$ cat config.mk
export PLATFORM = sky130hd
export DESIGN_NAME = scoreboard_register_file
export DESIGN_NICKNAME = d
export VERILOG_FILES = /design/src/rtl/scoreboard_register_file_pkg.sv /design/src/rtl/scoreboard_register_file_cell.sv /design/src/rtl/scoreboard_register_file.sv
export SDC_FILE = /design/constraint.sdc
export NUM_CORES = 2
export LEC_CHECK = 0
export CORE_MARGIN = 2
export CORE_UTILIZATION = 30
export CTS_CLUSTER_SIZE = 20
export DETAILED_ROUTE_END_ITERATION = 8
export PLACE_DENSITY_LB_ADDON = 0.25
export SYNTH_ARGS = -nofsm -noshare
export SYNTH_HDL_FRONTEND = slang
export SYNTH_HIERARCHICAL = 1
export SYNTH_SLANG_ARGS = --single-unit
$ cat constraint.sdc
create_clock -name clk -period 5.1 [get_ports clk]
set_input_delay 1.275 -clock clk [delete_from_list [all_inputs] [get_ports clk]]
set_output_delay 1.275 -clock clk [all_outputs]
set_load 0.1 [all_outputs]
$ cat src/rtl/scoreboard_register_file_pkg.sv
// rtl/scoreboard_register_file_pkg.sv - shared sizes and types for the scoreboarded register file
// Default geometry plus the write-back request layout used by issue/write-back logic.
package register_file_params;

  localparam int REGISTER_SIZE             = 32;
  localparam int REGISTER_DESCRIPTOR_WIDTH = $clog2(REGISTER_SIZE);
  localparam int OPERAND_WIDTH             = 32;
  localparam int TAG_WIDTH                 = 4;
  localparam int NUM_READ_PORTS            = 2;
  localparam int NUM_WB_PORTS              = 2;

  typedef logic [REGISTER_DESCRIPTOR_WIDTH-1:0] reg_idx_t;
  typedef logic [TAG_WIDTH-1:0]                 tag_t;
  typedef logic [OPERAND_WIDTH-1:0]             operand_t;

  typedef struct packed {
    logic     valid;
    reg_idx_t idx;
    tag_t     tag;
    operand_t data;
  } wb_req_t;

endpackage

$ cat src/rtl/scoreboard_register_file_cell.sv
// rtl/scoreboard_register_file_cell.sv - one architectural register: data, busy flag, producer tag
// Write-enable and tag-match decisions are resolved by the parent; this cell only applies priority.
module scoreboard_register_cell
  import register_file_params::*;
#(
  parameter int CELL_WIDTH     = OPERAND_WIDTH,
  parameter int CELL_TAG_WIDTH = TAG_WIDTH
) (
  input  logic                      clk,
  input  logic                      rst,
  input  logic                      flush,
  input  logic                      wr_en,
  input  logic [CELL_WIDTH-1:0]     wr_data,
  input  logic                      tag_clear,
  input  logic                      reserve,
  input  logic [CELL_TAG_WIDTH-1:0] reserve_tag,
  output logic [CELL_WIDTH-1:0]     data,
  output logic                      busy,
  output logic [CELL_TAG_WIDTH-1:0] tag
);

  logic [CELL_WIDTH-1:0]     data_q, data_d;
  logic                      busy_q, busy_d;
  logic [CELL_TAG_WIDTH-1:0] tag_q, tag_d;

  // flush beats reserve, reserve beats a matching write-back clear
  always_comb begin
    data_d = wr_en ? wr_data : data_q;
    busy_d = busy_q;
    tag_d  = tag_q;
    if (flush) begin
      busy_d = 1'b0;
    end else if (reserve) begin
      busy_d = 1'b1;
      tag_d  = reserve_tag;
    end else if (tag_clear) begin
      busy_d = 1'b0;
    end
  end

  always_ff @(posedge clk or negedge rst) begin
    if (!rst) begin
      data_q <= '0;
      busy_q <= 1'b0;
      tag_q  <= '0;
    end else begin
      data_q <= data_d;
      busy_q <= busy_d;
      tag_q  <= tag_d;
    end
  end

  assign data = data_q;
  assign busy = busy_q;
  assign tag  = tag_q;

endmodule

$ cat src/rtl/scoreboard_register_file.sv
// rtl/scoreboard_register_file.sv - multi-port register file with tagged scoreboard and write-back bypass
// Register 0 is hardwired zero; indices at or above REGISTER_SIZE are ignored and read as zero.
module scoreboard_register_file #(
  parameter int NUM_READ_PORTS = register_file_params::NUM_READ_PORTS,
  parameter int NUM_WB_PORTS   = register_file_params::NUM_WB_PORTS,
  parameter int REGISTER_SIZE  = register_file_params::REGISTER_SIZE,
  parameter int OPERAND_WIDTH  = register_file_params::OPERAND_WIDTH,
  parameter int TAG_WIDTH      = register_file_params::TAG_WIDTH,
  localparam int RDW           = (REGISTER_SIZE > 1) ? $clog2(REGISTER_SIZE) : 1
) (
  input  logic                                    clk,
  input  logic                                    rst,
  input  logic                                    flush_input,
  input  logic [NUM_READ_PORTS*RDW-1:0]           read_reg_input,
  output logic [NUM_READ_PORTS*OPERAND_WIDTH-1:0] read_data_output,
  output logic [NUM_READ_PORTS-1:0]               read_busy_output,
  output logic [NUM_READ_PORTS*TAG_WIDTH-1:0]     read_tag_output,
  input  logic                                    reserve_input,
  input  logic [RDW-1:0]                          reserve_reg_input,
  input  logic [TAG_WIDTH-1:0]                    reserve_tag_input,
  input  logic [NUM_WB_PORTS-1:0]                 wb_valid_input,
  input  logic [NUM_WB_PORTS*RDW-1:0]             wb_reg_input,
  input  logic [NUM_WB_PORTS*TAG_WIDTH-1:0]       wb_tag_input,
  input  logic [NUM_WB_PORTS*OPERAND_WIDTH-1:0]   wb_data_input
);

  logic [OPERAND_WIDTH-1:0] cell_data [REGISTER_SIZE];
  logic                     cell_busy [REGISTER_SIZE];
  logic [TAG_WIDTH-1:0]     cell_tag  [REGISTER_SIZE];

  assign cell_data[0] = '0;
  assign cell_busy[0] = 1'b0;
  assign cell_tag[0]  = '0;

  for (genvar r = 1; r < REGISTER_SIZE; r++) begin : g_reg
    logic                     wr_en;
    logic [OPERAND_WIDTH-1:0] wr_data;
    logic [TAG_WIDTH-1:0]     wr_tag;
    logic                     tag_clear;
    logic                     reserve;

    // ascending scan: the highest-indexed hitting port supplies data and the tag to compare
    always_comb begin
      wr_en   = 1'b0;
      wr_data = '0;
      wr_tag  = '0;
      for (int p = 0; p < NUM_WB_PORTS; p++) begin
        if (wb_valid_input[p] && (wb_reg_input[p*RDW +: RDW] == RDW'(r))) begin
          wr_en   = 1'b1;
          wr_data = wb_data_input[p*OPERAND_WIDTH +: OPERAND_WIDTH];
          wr_tag  = wb_tag_input[p*TAG_WIDTH +: TAG_WIDTH];
        end
      end
    end

    assign tag_clear = wr_en && (wr_tag == cell_tag[r]);
    assign reserve   = reserve_input && (reserve_reg_input == RDW'(r));

    scoreboard_register_cell #(
      .CELL_WIDTH     (OPERAND_WIDTH),
      .CELL_TAG_WIDTH (TAG_WIDTH)
    ) u_cell (
      .clk         (clk),
      .rst         (rst),
      .flush       (flush_input),
      .wr_en       (wr_en),
      .wr_data     (wr_data),
      .tag_clear   (tag_clear),
      .reserve     (reserve),
      .reserve_tag (reserve_tag_input),
      .data        (cell_data[r]),
      .busy        (cell_busy[r]),
      .tag         (cell_tag[r])
    );
  end

  // read mux; a same-cycle write-back forwards its data and may retire the pending producer
  always_comb begin
    logic [RDW-1:0]           idx;
    logic [OPERAND_WIDTH-1:0] rd_data;
    logic                     rd_busy;
    logic [TAG_WIDTH-1:0]     rd_tag;
    read_data_output = '0;
    read_busy_output = '0;
    read_tag_output  = '0;
    for (int k = 0; k < NUM_READ_PORTS; k++) begin
      idx     = read_reg_input[k*RDW +: RDW];
      rd_data = '0;
      rd_busy = 1'b0;
      rd_tag  = '0;
      if ((idx != '0) && (int'(idx) < REGISTER_SIZE)) begin
        rd_data = cell_data[idx];
        rd_busy = cell_busy[idx];
        rd_tag  = cell_tag[idx];
        for (int p = 0; p < NUM_WB_PORTS; p++) begin
          if (wb_valid_input[p] && (wb_reg_input[p*RDW +: RDW] == idx)) begin
            rd_data = wb_data_input[p*OPERAND_WIDTH +: OPERAND_WIDTH];
            rd_busy = cell_busy[idx] &&
                      (wb_tag_input[p*TAG_WIDTH +: TAG_WIDTH] != cell_tag[idx]);
          end
        end
      end
      read_data_output[k*OPERAND_WIDTH +: OPERAND_WIDTH] = rd_data;
      read_busy_output[k]                                = rd_busy;
      read_tag_output[k*TAG_WIDTH +: TAG_WIDTH]          = rd_tag;
    end
  end

endmodule

# Word-level counts from Yosys, hierarchy flattened
# Cells that the tools add are included.
dict set report totals {
  ff_bits 1147
  input_bits 107
  out_inout_bits 74
  word_cells 737
}
dict set report op_classes {
  n_lt_le_gt_ge 2
  n_eq_ne 132
  mux 311
  bitwise_logic 3
  reduce_logical 196
}
# operator count
set ops {}
lappend ops {{$mux W32} 72}
lappend ops {{$bmux W32 S5} 2}
lappend ops {{$mux W4} 68}
lappend ops {{$eq A5 B5 Y1 const B} 48}
lappend ops {{$mux W1} 165}
lappend ops {{$logic_and A1 B1 Y1} 132}
lappend ops {{$eq A4 B4 Y1} 31}
lappend ops {{$eq A5 B4 Y1 const B} 24}
lappend ops {{$reduce_bool A3 Y1} 31}
lappend ops {{$reduce_and A2 Y1} 31}
lappend ops {{$eq A5 B3 Y1 const B} 12}
lappend ops {{$bmux W4 S5} 2}
lappend ops {{$eq A5 B2 Y1 const B} 6}
lappend ops {{$eq A5 B5 Y1} 4}
lappend ops {{$ne A4 B4 Y1} 4}
lappend ops {{$eq A5 B1 Y1 const B} 3}
lappend ops {{$ge A6 B6 Y1 const B} 2}
lappend ops {{$not A5 Y6} 2}
lappend ops {{$bmux W1 S5} 2}
lappend ops {{$reduce_bool A5 Y1} 2}
lappend ops {{$not A1 Y1} 1}

# Longest topological paths before layout
dict set report logic_depth {
  depth_word 9
  depth_mapped 12
  ltp_nobuf 9
}

# Modules after synthesis
# The synthesis kept the hierarchy.
# module instances cells_per_inst area_each_um2 seq_area_each_um2
set by_module_without_submodules {}
lappend by_module_without_submodules {scoreboard_register_cell 31 81 1539.0 925.9}
lappend by_module_without_submodules {scoreboard_register_file 1 3660 34809.6 0.0}

# Least setup slack after synthesis
# Ideal clock, no wire load.
dict set report synth_path {
  path_type {input-to-output}
  startpoint {input read_reg_input[0]}
  endpoint {output read_busy_output[0]}
  arrival_ns 5.506
  required_time_ns 3.825
  path_slack_ns -1.681
  path_stages 8
  path_buffers 2
  cell_sequence {clkbuf_1 -> buf_6 -> mux4_2 -> mux4_2 -> mux2_2 -> xor2_1 -> nor3_1 -> a211oi_1}
}
dict set report synth_between {
  elab_chain_len 9
  word_cells_on_any_way 19
  cone_classes {4 x eq/ne; 9 x mux; 1 x bitwise; 5 x reduce/logical}
}
# item line
set synth_lines {}
lappend synth_lines {{start, declared} scoreboard_register_file.sv:14} ;# input logic [NUM_READ_PORTS*RDW-1:0] read_reg_input,
lappend synth_lines {{$not A5 Y6 (implied by the code)} {scoreboard_register_file.sv:93, scoreboard_register_file.sv:98, scoreboard_register_file.sv:99}}
lappend synth_lines {{$bmux W4 S5} scoreboard_register_file.sv:99} ;# (wb_tag_input[p*TAG_WIDTH +: TAG_WIDTH] != cell_tag[idx]);
lappend synth_lines {{$mux W4 (implied by the code) (2 in a row)} scoreboard_register_file.sv:99}
lappend synth_lines {{$ne A4 B4 Y1} scoreboard_register_file.sv:99}
lappend synth_lines {{$logic_and A1 B1 Y1} scoreboard_register_file.sv:98} ;# rd_busy = cell_busy[idx] &&
lappend synth_lines {{$mux W1 (2 in a row)} scoreboard_register_file.sv:96} ;# if (wb_valid_input[p] && (wb_reg_input[p*RDW +: RDW] == idx)) begin
lappend synth_lines {{$mux W1 *} scoreboard_register_file.sv:91} ;# if ((idx != '0) && (int'(idx) < REGISTER_SIZE)) begin
lappend synth_lines {{end, declared} scoreboard_register_file.sv:16} ;# output logic [NUM_READ_PORTS-1:0] read_busy_output,
# Mark *: on every way between the ends. The rest lies on a longest branch, timed or not. The select of a mux whose other input is x is not followed.

# Worst setup path in the final report
dict set report layout_path {
  startpoint {input read_reg_input[0]}
  endpoint {output read_data_output[0]}
}
dict set report layout_between {
  elab_chain_len 7
  word_cells_on_any_way 12
  cone_classes {2 x eq/ne; 6 x mux; 1 x bitwise; 3 x reduce/logical}
}
# item line
set layout_lines {}
lappend layout_lines {{$not A5 Y6 (implied by the code)} scoreboard_register_file.sv:92} ;# rd_data = cell_data[idx];
lappend layout_lines {{$bmux W32 S5} scoreboard_register_file.sv:92}
lappend layout_lines {{$mux W32 (implied by the code) (2 in a row)} scoreboard_register_file.sv:92}
lappend layout_lines {{$mux W32 (2 in a row)} scoreboard_register_file.sv:96}
lappend layout_lines {{$mux W32 *} scoreboard_register_file.sv:91}
lappend layout_lines {{end, declared} scoreboard_register_file.sv:15} ;# output logic [NUM_READ_PORTS*OPERAND_WIDTH-1:0] read_data_output,
# Marked as above.

==> flow_summary.ini <==
[pwr]
power_mw = 24.88
pwr-share-clk_pct = 42.6
powerDensity_nw_per_um2 = 250.6
intPower_mw = 17.36
seq_power_share_pct = 39.2
p_switching_mw = 7.523
p_comb_share_pct = 18.2
peakVddDrop_v = 0.0004074
cellLeakagePower_nw = 41.15
swShare_pct = 30.23

[clocking]
ctsRootBufferMaster = clkbuf_16
htreeDepth = 4
cts_hold_buf = 0
cts.sinks = 1147
clock_latency_ns = 0.86
cts_tree = done
clk_path_buf_depth = 3
numCtsBuffers = 138
clk_pin_slew_ns = 0.06

[yosys]
synth_top_area_share_pct = 34.78
synth_edf_count = 0
ys_seq_area_share_pct = 34.78
ys_seq_elements = 1147
synth_ff_type = dfrtp_1
postSynthNetCount = 6278
syn-instance-count = 6171
synth_area_um2 = 82520
async_flop_share_pct = 100.0
avgSynthCellArea_um2 = 13.37
ys_types = 69
yosysTopAreaCell = dfrtp_1
synth.area.top_cells = dfrtp_1 35%, mux4_2 18%, mux2_4 17%
synth_warnings = 6

[final_layout]
nets = 6444
fill_cells = 25810
final_cells = 10040
utilization_pct = 36.30
design_area_um2 = 99320
final_layout_size_suffix_gt1_share_pct = 48.29
syn2layout_area_growth_pct = 20.36

[place]
port-buffer-count = 180
gp_congestion = 0.9057
dpl_worst_slack_ns = -0.9305
dpl_cell_area_um2 = 92860
dp_hpwl_um = 233800
dp.cells = 9713

[die]
io_pins = 181
core_um2 = 273600
core.rowCount = 192
fp.dieArea_um2 = 279300
die_h_um = 528.5
fp.dieW_um = 528.5
initial_core_util_pct = 30.16

[critical_path]
critPathArrivalTime_ns = 3.89
crit_path_start_kind = primary input
cp_cell_sequence = buf_16 > buf_12 > clkbuf_16 > buf_6 > mux4_2 > mux4_2 > mux2i_2 > nor2_1 > a21oi_2 > a211oi_4 > buf_12
endpoint_kind = output port
cp.required_ns = 3.83
critPathMaxStageDelay_ns = 0.55
slowest_stage = mux4_2
path_max_fanout = 7
crit_type = primary input to output port

[timing]
maxSlewHeadroom_pct = 25.29
fin_crit_ns = 5.166
final_max_slew_viol_count = 0
max_freq_mhz = 193.6
tightest_slew_ns = 1.121
rsz0062_at_grt = yes
hold_violations = 0
fin_crit_sh_pct = 101.3
setup_slack_ns = -0.06585
setup_viol = 16
finClkSkew_ns = 0.03840

[status]
violations = negative setup slack
outcome = complete, but fails checks

[route]
drc = 0
vias = 64340
drt-wirelength-per-cell_um = 39.06
detail-route-antenna-nets = 0
totalWireLength_um = 392100
viasPerCell = 6.410
first_pass_iters = 6
drtIter0Drc = 7488

[global_routing]
grt.total_usage_pct = 27.37
grt_pass1_vias = 64560
grt.overflow.total = 0
grt_max_degree = 104
antenna_found_initial = 16
grt_pass1_wl_um = 540000

[job]
maxCapViolations = 0

[min_path]
min_path_type = register to register
[power groups by stage]
stage	clock network [mW]	registers (mW)	logic (mW)
2_1_floorplan	0	9.75	2.48
3_3_place_gp	0	9.91	4.24
3_5_place_dp	0	9.91	4.27
4_1_cts	10.7	9.75	4.35
5_1_grt	11.0	9.79	4.64
6_report	10.6	9.76	4.53
[cells in the final DEF, fill, tap and decap left out, types with 19 or more instances in the layout]
| master | count |
|---|---|
| dfrtp_1 | 1147 |
| a22o_1 | 1026 |
| mux2_4 | 931 |
| mux4_2 | 647 |
| buf_4 | 472 |
| buf_12 | 245 |
| mux2_2 | 227 |
| nor2_1 | 191 |
| clkbuf_16 | 156 |
| a22oi_1 | 126 |
| xnor2_1 | 106 |
| nand2_1 | 90 |
| clkdlybuf4s50_1 | 76 |
| mux2i_1 | 74 |
| o21ai_0 | 67 |
| inv_1 | 66 |
| a211oi_4 | 65 |
| a21oi_1 | 49 |
| nand2b_1 | 47 |
| clkbuf_8 | 41 |
| nor4_1 | 34 |
| o2bb2ai_1 | 32 |
| nor2b_2 | 31 |
| o22ai_1 | 30 |
| nor2_4 | 29 |
| buf_16 | 27 |
| clkbuf_1 | 25 |
| buf_6 | 24 |
| o21ai_1 | 19 |
[critical path, delay by kind of cell]
kind                   cells  cell delay [ns]
AO/OA/AOI/OAI              2             0.31
buffers and inverters      5             0.78
multiplexers               3             1.39
AND/OR/NAND/NOR            1             0.10
[kinds of logic (layout without fill, tap and decap cells)]
group           count (synthesis)  after routing  synth area share [%]
other cells                     0              7                     0
flops                        1147           1147                 34.78
mux                          1894           1894                 38.84
simple gates                  575            575                 3.685
xor+xnor                      128            128                 1.368
buf+inv                       930           1201                 6.656
compound gates               1497           1497                 14.67
[repair_timing]
action / in CTS / in global routing
pin swaps: 13 / 18
buffers inserted: 10 / 50
setup endpoints to repair: 63 / 47
gates resized for setup: 133 / 80
gates cloned: 5 / 13
endpoints found under the hold margin: 0 / 0
[synth_stat cells, drive strengths merged (2+ instances only)]
library cell and count:
nor3b 4, and3 2, nand2 106, or2 7
a221oi 3, o21ai 114, a32oi 2, xor2 21
nor4 46, mux2i 86, nand2b 47, and2 2
mux2 1158, a31oi 2, o22ai 32, nor3 38
nor2b 48, nor2 232, nand4 5, o221ai 3
and4b 2, a211oi 65, nand3b 5, mux4 650
clkbuf 524, nor4b 3, a21oi 66, o2bb2ai 32
nand3 18, a22o 1026, nand4b 4, or3 2
inv 68, xnor2 107, o21a 3, dfrtp 1147
o32ai 6, buf 338, a22oi 127, o211ai 7
nor4bb 2
[path summary, 6_finish.rpt]
kind	endpoint	from	cells after the start	slack [ns]
max	read_data_output[0]	read_reg_input[0]	11	-0.07
min	g_reg[10].u_cell/data[7]	g_reg[10].u_cell/data[7]	1	0.53
max reg2reg	g_reg[8].u_cell/busy	g_reg[8].u_cell/tag[3]	4	3.39
min reg2reg	g_reg[10].u_cell/data[7]	g_reg[10].u_cell/data[7]	1	0.53
max in group asynchronous	g_reg[6].u_cell/data[22]	rst	2	3.29
min in group asynchronous	g_reg[22].u_cell/data[29]	rst	1	0.55
[metal layers]
metal | vias to the layer above | global-route usage, % | part of all wire (%)
li1 | 24490 | - | -
met1 | 34440 | 34.27 | 38
met2 | 4198 | 42.07 | 45
met3 | 1213 | 6.941 | 9.6
met4 | 4 | 17.20 | 7.0
met5 | - | 0 | 0.0064
[through the flow]
stage | TNS [ns] | hold WS [ns]
floorplan | -7.822 | 0.4922
detailed placement | -24.52 | 0.5089
finish | -0.4437 | 0.5302
global placement | -27.51 | 0.5023
CTS | -0.3475 | 0.5285
global route | -0.3760 | 0.5373
[cell type report]
cell class | count | area (µm²) | area share (%)
multi-input cells | 4094 | 50250 | 50.59
inverters | 68 | 255.2 | 0.2570
repair buffers | 888 | 10890 | 10.96
clock buffers | 206 | 4184 | 4.213
clock inverters | 39 | 535.5 | 0.5392
flip-flops and latches | 1147 | 28700 | 28.90
diodes | 7 | 17.52 | 0.01764
well taps | 3589 | 4491 | 4.521
[sequential cells by signal, summed over array words and instances, names as in the netlist]
name and cells:
g.u_cell/busy 31, g.u_cell/data 992, g.u_cell/tag 124
Power figures use the tool's default switching activity.
